--- src/rtl/neopixel_rx_pkg.sv ---
// Shared types and default timing for the NeoPixel receiver.
package neopixel_rx_pkg;

    localparam int unsigned CNT_W     = 12;
    localparam int unsigned WORD_W    = 24;
    localparam int unsigned BIT_CNT_W = 5;

    localparam int unsigned DEF_CLK_HZ    = 50_000_000;
    localparam int unsigned DEF_MIN_HIGH  = 6;
    localparam int unsigned DEF_THRESH_1  = 26;
    localparam int unsigned DEF_MAX_HIGH  = 60;
    localparam int unsigned DEF_LATCH_LOW = 2000;

    typedef enum logic [1:0] {
        RESYNC  = 2'd0,
        CAPTURE = 2'd1,
        HIGH    = 2'd2,
        FORWARD = 2'd3
    } state_t;

endpackage

--- src/rtl/neopixel_rx_pulse_timer.sv ---
// Saturating up-counter; clear with enable restarts the count at 1.
module pulse_timer
    import neopixel_rx_pkg::*;
#(
    parameter int unsigned W = CNT_W
) (
    input  logic         clock,
    input  logic         reset,
    input  logic         clear,
    input  logic         enable,
    output logic [W-1:0] count
);

    localparam logic [W-1:0] SAT = '1;

    always_ff @(posedge clock or posedge reset) begin
        if (reset) begin
            count <= '0;
        end else if (clear) begin
            count <= enable ? W'(1) : '0;
        end else if (enable && count != SAT) begin
            count <= count + W'(1);
        end
    end

endmodule

--- src/rtl/neopixel_rx.sv ---
// NeoPixel receiver: decodes the first 24-bit pixel word of a frame, then
// forwards the rest of the frame downstream until the latch gap.
module neopixel_rx
    import neopixel_rx_pkg::*;
#(
    parameter int unsigned CLK_HZ    = DEF_CLK_HZ,
    parameter int unsigned MIN_HIGH  = DEF_MIN_HIGH,
    parameter int unsigned THRESH_1  = DEF_THRESH_1,
    parameter int unsigned MAX_HIGH  = DEF_MAX_HIGH,
    parameter int unsigned LATCH_LOW = DEF_LATCH_LOW
) (
    input  logic              clock,
    input  logic              reset,
    input  logic              din,
    output logic              dout,
    output logic [WORD_W-1:0] rx_data,
    output logic              rx_valid,
    output logic              frame_done,
    output logic              bit_error,
    output logic              armed
);

    localparam logic [CNT_W-1:0]     MIN_C    = CNT_W'(MIN_HIGH);
    localparam logic [CNT_W-1:0]     THR_C    = CNT_W'(THRESH_1);
    localparam logic [CNT_W-1:0]     OVF_C    = CNT_W'(MAX_HIGH + 1);
    localparam logic [CNT_W-1:0]     LATCH_C  = CNT_W'(LATCH_LOW);
    localparam logic [BIT_CNT_W-1:0] LAST_BIT = BIT_CNT_W'(WORD_W - 1);
    localparam logic [BIT_CNT_W-1:0] N_BITS   = BIT_CNT_W'(WORD_W);

    // Timing constants must be ordered and fit the 12-bit counters.
    if (CLK_HZ == 0 || MIN_HIGH == 0 || MIN_HIGH >= THRESH_1 || THRESH_1 > MAX_HIGH ||
        MAX_HIGH + 1 >= LATCH_LOW || LATCH_LOW > (1 << CNT_W) - 1) begin : g_bad_params
        $error("neopixel_rx: inconsistent timing parameters");
    end

    logic din_m, din_s, din_q;
    logic rise, fall;

    always_ff @(posedge clock or posedge reset) begin
        if (reset) begin
            din_m <= 1'b0;
            din_s <= 1'b0;
            din_q <= 1'b0;
        end else begin
            din_m <= din;
            din_s <= din_m;
            din_q <= din_s;
        end
    end

    assign rise = din_s & ~din_q;
    assign fall = ~din_s & din_q;

    logic             low_clr, low_en, high_clr, high_en;
    logic [CNT_W-1:0] low_cnt, high_cnt;

    pulse_timer #(.W(CNT_W)) u_low_timer (
        .clock  (clock),
        .reset  (reset),
        .clear  (low_clr),
        .enable (low_en),
        .count  (low_cnt)
    );

    pulse_timer #(.W(CNT_W)) u_high_timer (
        .clock  (clock),
        .reset  (reset),
        .clear  (high_clr),
        .enable (high_en),
        .count  (high_cnt)
    );

    state_t                state, state_n;
    logic [BIT_CNT_W-1:0]  bit_cnt, bit_cnt_n;
    logic [WORD_W-2:0]     shift, shift_n;
    logic [WORD_W-1:0]     rx_data_n;
    logic                  rx_valid_n, frame_done_n, bit_error_n, armed_n;
    logic                  take_rise, latch, bit_val;

    assign latch   = (low_cnt >= LATCH_C);
    assign bit_val = (high_cnt >= THR_C);

    always_ff @(posedge clock or posedge reset) begin
        if (reset) begin
            state      <= RESYNC;
            bit_cnt    <= '0;
            shift      <= '0;
            rx_data    <= '0;
            rx_valid   <= 1'b0;
            frame_done <= 1'b0;
            bit_error  <= 1'b0;
            armed      <= 1'b0;
        end else begin
            state      <= state_n;
            bit_cnt    <= bit_cnt_n;
            shift      <= shift_n;
            rx_data    <= rx_data_n;
            rx_valid   <= rx_valid_n;
            frame_done <= frame_done_n;
            bit_error  <= bit_error_n;
            armed      <= armed_n;
        end
    end

    // Latch handling happens first in each state; a coincident rise is taken afterwards.
    always_comb begin
        state_n      = state;
        bit_cnt_n    = bit_cnt;
        shift_n      = shift;
        rx_data_n    = rx_data;
        rx_valid_n   = 1'b0;
        frame_done_n = 1'b0;
        bit_error_n  = 1'b0;
        low_clr      = din_s;
        low_en       = ~din_s;
        high_clr     = 1'b0;
        high_en      = 1'b0;
        take_rise    = 1'b0;

        unique case (state)
            RESYNC: begin
                if (latch) begin
                    state_n   = CAPTURE;
                    bit_cnt_n = '0;
                    take_rise = rise;
                end
            end
            CAPTURE: begin
                if (latch && bit_cnt != '0) begin
                    bit_error_n  = 1'b1;
                    frame_done_n = 1'b1;
                    bit_cnt_n    = '0;
                end
                take_rise = rise;
            end
            HIGH: begin
                low_clr = 1'b1;
                low_en  = 1'b0;
                high_en = din_s;
                if (high_cnt >= OVF_C) begin
                    bit_error_n = 1'b1;
                    state_n     = RESYNC;
                end else if (fall) begin
                    if (high_cnt < MIN_C) begin
                        bit_error_n = 1'b1;
                        state_n     = RESYNC;
                    end else begin
                        shift_n   = {shift[WORD_W-3:0], bit_val};
                        bit_cnt_n = bit_cnt + BIT_CNT_W'(1);
                        if (bit_cnt == LAST_BIT) begin
                            rx_data_n  = {shift, bit_val};
                            rx_valid_n = 1'b1;
                            state_n    = FORWARD;
                        end else begin
                            state_n = CAPTURE;
                        end
                    end
                end
            end
            FORWARD: begin
                if (latch) begin
                    frame_done_n = 1'b1;
                    bit_cnt_n    = '0;
                    state_n      = CAPTURE;
                    take_rise    = rise;
                end
            end
        endcase

        if (take_rise) begin
            state_n  = HIGH;
            high_clr = 1'b1;
            high_en  = 1'b1;
        end

        armed_n = (state_n == CAPTURE || state_n == HIGH) && (bit_cnt_n < N_BITS);
    end

    assign dout = (state == FORWARD) & din_s;

endmodule

--- config.mk ---
export PLATFORM = sky130hd
export DESIGN_NAME = neopixel_rx
export DESIGN_NICKNAME = d
export VERILOG_FILES = /design/src/rtl/neopixel_rx_pkg.sv /design/src/rtl/neopixel_rx_pulse_timer.sv /design/src/rtl/neopixel_rx.sv
export SDC_FILE = /design/constraint.sdc
export NUM_CORES = 1
export LEC_CHECK = 0
export ABC_AREA = 1
export BUFFER_PORTS_ARGS = -buffer_cell sky130_fd_sc_hd__buf_2
export CORE_ASPECT_RATIO = 1.5
export CORE_MARGIN = 5
export CORE_UTILIZATION = 61
export DETAILED_ROUTE_END_ITERATION = 10
export PLACE_DENSITY = 0.81
export SYNTH_ARGS = -nofsm -noshare
export SYNTH_HDL_FRONTEND = slang
export SYNTH_SLANG_ARGS = --single-unit
--- constraint.sdc ---
create_clock -name clock -period 4.9 [get_ports clock]
set_clock_uncertainty 0.05 [all_clocks]
set_input_delay 0.735 -clock clock [delete_from_list [all_inputs] [get_ports clock]]
set_output_delay 0.735 -clock clock [all_outputs]
set_load 0.005 [all_outputs]
==> impl_metrics.tcl <==
set metrics [dict create \
    diodes 0 \
    cap_violations 0 \
    final_layout_size_suffix_gt1_frac 0.164 \
    post_cts_resized 0 \
    routed_wl_mm 7.62 \
    worst-setup-path-type "reg -> reg" \
    syn_area_per_cell_sq_um 8.56 \
    gp_congestion 0.876 \
    netlist_top_cells_area "dfrtp_1, nand2_1, inv_1" \
    period_minus_slack_ns 2.60 \
    via_per_inst 5.30 \
    io_pins 32 \
    antenna_found_initial 0 \
    dpl_cell_area_sq_um 4340 \
    die_w_um 77.8 \
    holdPathStages 0 \
    final_common_cell "nand2_1" \
    overflow 0 \
    fin_ws_ns 2.30 \
    rsz0062_at_grt "false" \
    comb_power_share 0.019 \
    arrival_ns 2.81 \
    cts_tree "built" \
    routedWlPerCell_um 12.6 \
    required_ns 5.11 \
    min_period_over_period 0.531 \
    synth_flop_cell "dfrtp_1" \
    place_ws_ns 2.29 \
    yosysWarningCount 0 \
    nets 534 \
    worst_slew_pin_slew_ns 0.935 \
    hp-start "din_m$_DFF_PP0_" \
    r2r_start "u_high_timer.count[1]$_DFFE_PP0P_" \
    rows 37 \
    status "finished clean" \
    clock_latency_ns 0.37 \
    syn_inst 492 \
    ys_ff_latch 85 \
    htree_levels 3 \
    drv_slew 0 \
    synth_nets 506 \
    synth_top_area_cell "dfrtp_1" \
    synth_top_area_share 0.505 \
    cts_buffers 9 \
    hold_viol 0 \
    worst-path-max-fanout 48 \
    reg2reg_to "bit_cnt[2]$_DFFE_PP0P_" \
    reg2regPathDepth 13 \
    synth_edf_count 0 \
    ys_seq_area_frac 0.505 \
    cp_cell_sequence "inv_1, ha_1, inv_1, nor2_1, inv_1, nand2_1, nand2_2, nor2_4, nand2_4, nor2_4, o21ai_1, nand2_1, o21ai_1" \
    syn_area_sq_um 4210 \
    clk_path_buf_depth 2 \
    p_per_area_nw_per_um2 273 \
    grt_pass1_wl_mm 13.4 \
    dieArea_sq_um 8700 \
    drtIter0Drc 220 \
    min_to "din_s$_DFF_PP0_" \
    startpoint_type "flip-flop" \
    pwr-share-clk 0.411 \
    root_buffer "clkbuf_8" \
    die_y_um 112 \
    drt_first_pass_iters 4 \
    drc 0 \
    slew_headroom 0.375 \
    total_power_w 0.00124 \
    fmax_ghz 0.385 \
    critPathMaxStageDelay_ns 0.71 \
    cp_common_cell "inv_1" \
    setup_viol 0 \
    cts_hold_buf 0 \
    p_sw_frac 0.225 \
    sequentialPowerShare 0.570 \
    holdCritPathClass "reg -> reg" \
    dpl.hpwl_mm 5.51 \
    r2r_slack_ns 2.30 \
    setup-tns-final_ns 0 \
    io_buffers 31 \
    synthToLayoutAreaGrowth_pct 8.02 \
    cp-end-kind "flip-flop" \
    cp_slowest_cell "nor2_4" \
    ant_nets 0 \
    internal_power_w 0.000961 \
    grt_max_degree 54 \
    synthArstFlopShare 1.00 \
    post-cts-setup-buffers 0 \
    start_util 0.619 \
    synth_cell_types 34 \
    grt_util_all_layers 0.189 \
    switching_power_w 0.000279 \
    cts_sinks 85 \
    final_area_sq_um 4550 \
    coreArea_sq_um 6810 \
    mostFrequentLayoutCells "nand2_1, dfrtp_1, inv_1" \
    path_clk_slew_ns 0.09 \
    leakage_nw 2.32 \
    vias 3195 \
    grt_pass1_vias 3173 \
    irDropWorstVdd_mv 0.199 \
]
## how the worst max path moves through the flow
stage               depth (start not counted)                     end                              start  slack, ns
floorplan                                   1         armed$_DFF_PP0_                              reset       1.92
global placement                           13  bit_cnt[0]$_DFFE_PP0P_  u_high_timer.count[1]$_DFFE_PP0P_       2.43
detailed placement                         13  bit_cnt[2]$_DFFE_PP0P_  u_high_timer.count[1]$_DFFE_PP0P_       2.29
CTS                                        13  bit_cnt[2]$_DFFE_PP0P_  u_high_timer.count[1]$_DFFE_PP0P_       2.26
global route                               13  bit_cnt[1]$_DFFE_PP0P_  u_high_timer.count[1]$_DFFE_PP0P_       2.07
finish                                     13  bit_cnt[2]$_DFFE_PP0P_  u_high_timer.count[1]$_DFFE_PP0P_       2.30
## routing by layer
metal	GRT usage	wire length (um)	vias up
met5	0	0	-
met4	0.0952	182	0
met3	0.0453	272	15
met2	0.320	3890	59
met1	0.220	3280	1503
li1	-	-	1618
## state kept, by name, summed over array words and instances (netlist names)
register	flops
shift	23
din_q	1
din_s	1
u_high_timer.count	12
state	2
rx_valid	1
armed	1
bit_error	1
bit_cnt	5
frame_done	1
rx_data	24
din_m	1
u_low_timer.count	12
## area by class of cell
class	count	area (sq um)
clock buffer	10	138
clock inverter	6	68.8
fill	571	2260
inverter	76	287
multi-input combinational	316	1670
sequential	85	2130
tap	78	97.6
timing repair buffer	32	163
## cells in the mapped netlist (8+ instances only)
| cell type | number |
|---|---|
| a21oi_1 | 15 |
| buf_6 | 9 |
| dfrtp_1 | 85 |
| ha_1 | 11 |
| inv_1 | 74 |
| nand2_1 | 113 |
| nand3_1 | 29 |
| nand4_1 | 8 |
| nor2_1 | 32 |
| o21ai_0 | 26 |
| o21ai_1 | 28 |
| o21ai_2 | 10 |
## power groups by stage
| stage | Combinational [W] | Sequential [W] | Clock [W] |
|---|---|---|---|
| floorplan | 0.0000184 | 0.000720 | 0 |
| global placement | 0.0000246 | 0.000721 | 0 |
| detailed placement | 0.0000252 | 0.000721 | 0 |
| CTS | 0.0000253 | 0.000707 | 0.000523 |
| global route | 0.0000291 | 0.000708 | 0.000558 |
| finish | 0.0000239 | 0.000707 | 0.000510 |
## cell families (layout without fill, tap and decap cells)
logic type                 after synthesis  count (layout)  synth area share
AOI/OAI and AO/OA                       88              88             0.120
xor gates and xnor gates                 5               5            0.0104
adders and majority gates               11              11            0.0327
buffers and inverters                   91             124            0.0986
DFF                                     85              85             0.505
and+or+nand+nor                        212             212             0.233
## metrics by stage
stage,hold slack (ns),std cells,utilization
after floorplan,0.281,492,-
after global placement,0.283,587,0.638
after detailed placement,0.291,587,0.638
after CTS,0.308,603,0.669
after global routing,0.322,603,0.669
final,0.304,603,0.669
## critical path: cells and delay by family, from the launching register on
family                   cells  cell delay, ns
AO/OA/AOI/OAI                2            0.32
adder cells (fa/ha/maj)      1            0.16
buffers and inverters        3            0.22
flip-flops                   1            0.44
AND/OR/NAND/NOR              7            1.30
Power figures use the tool's default switching activity.
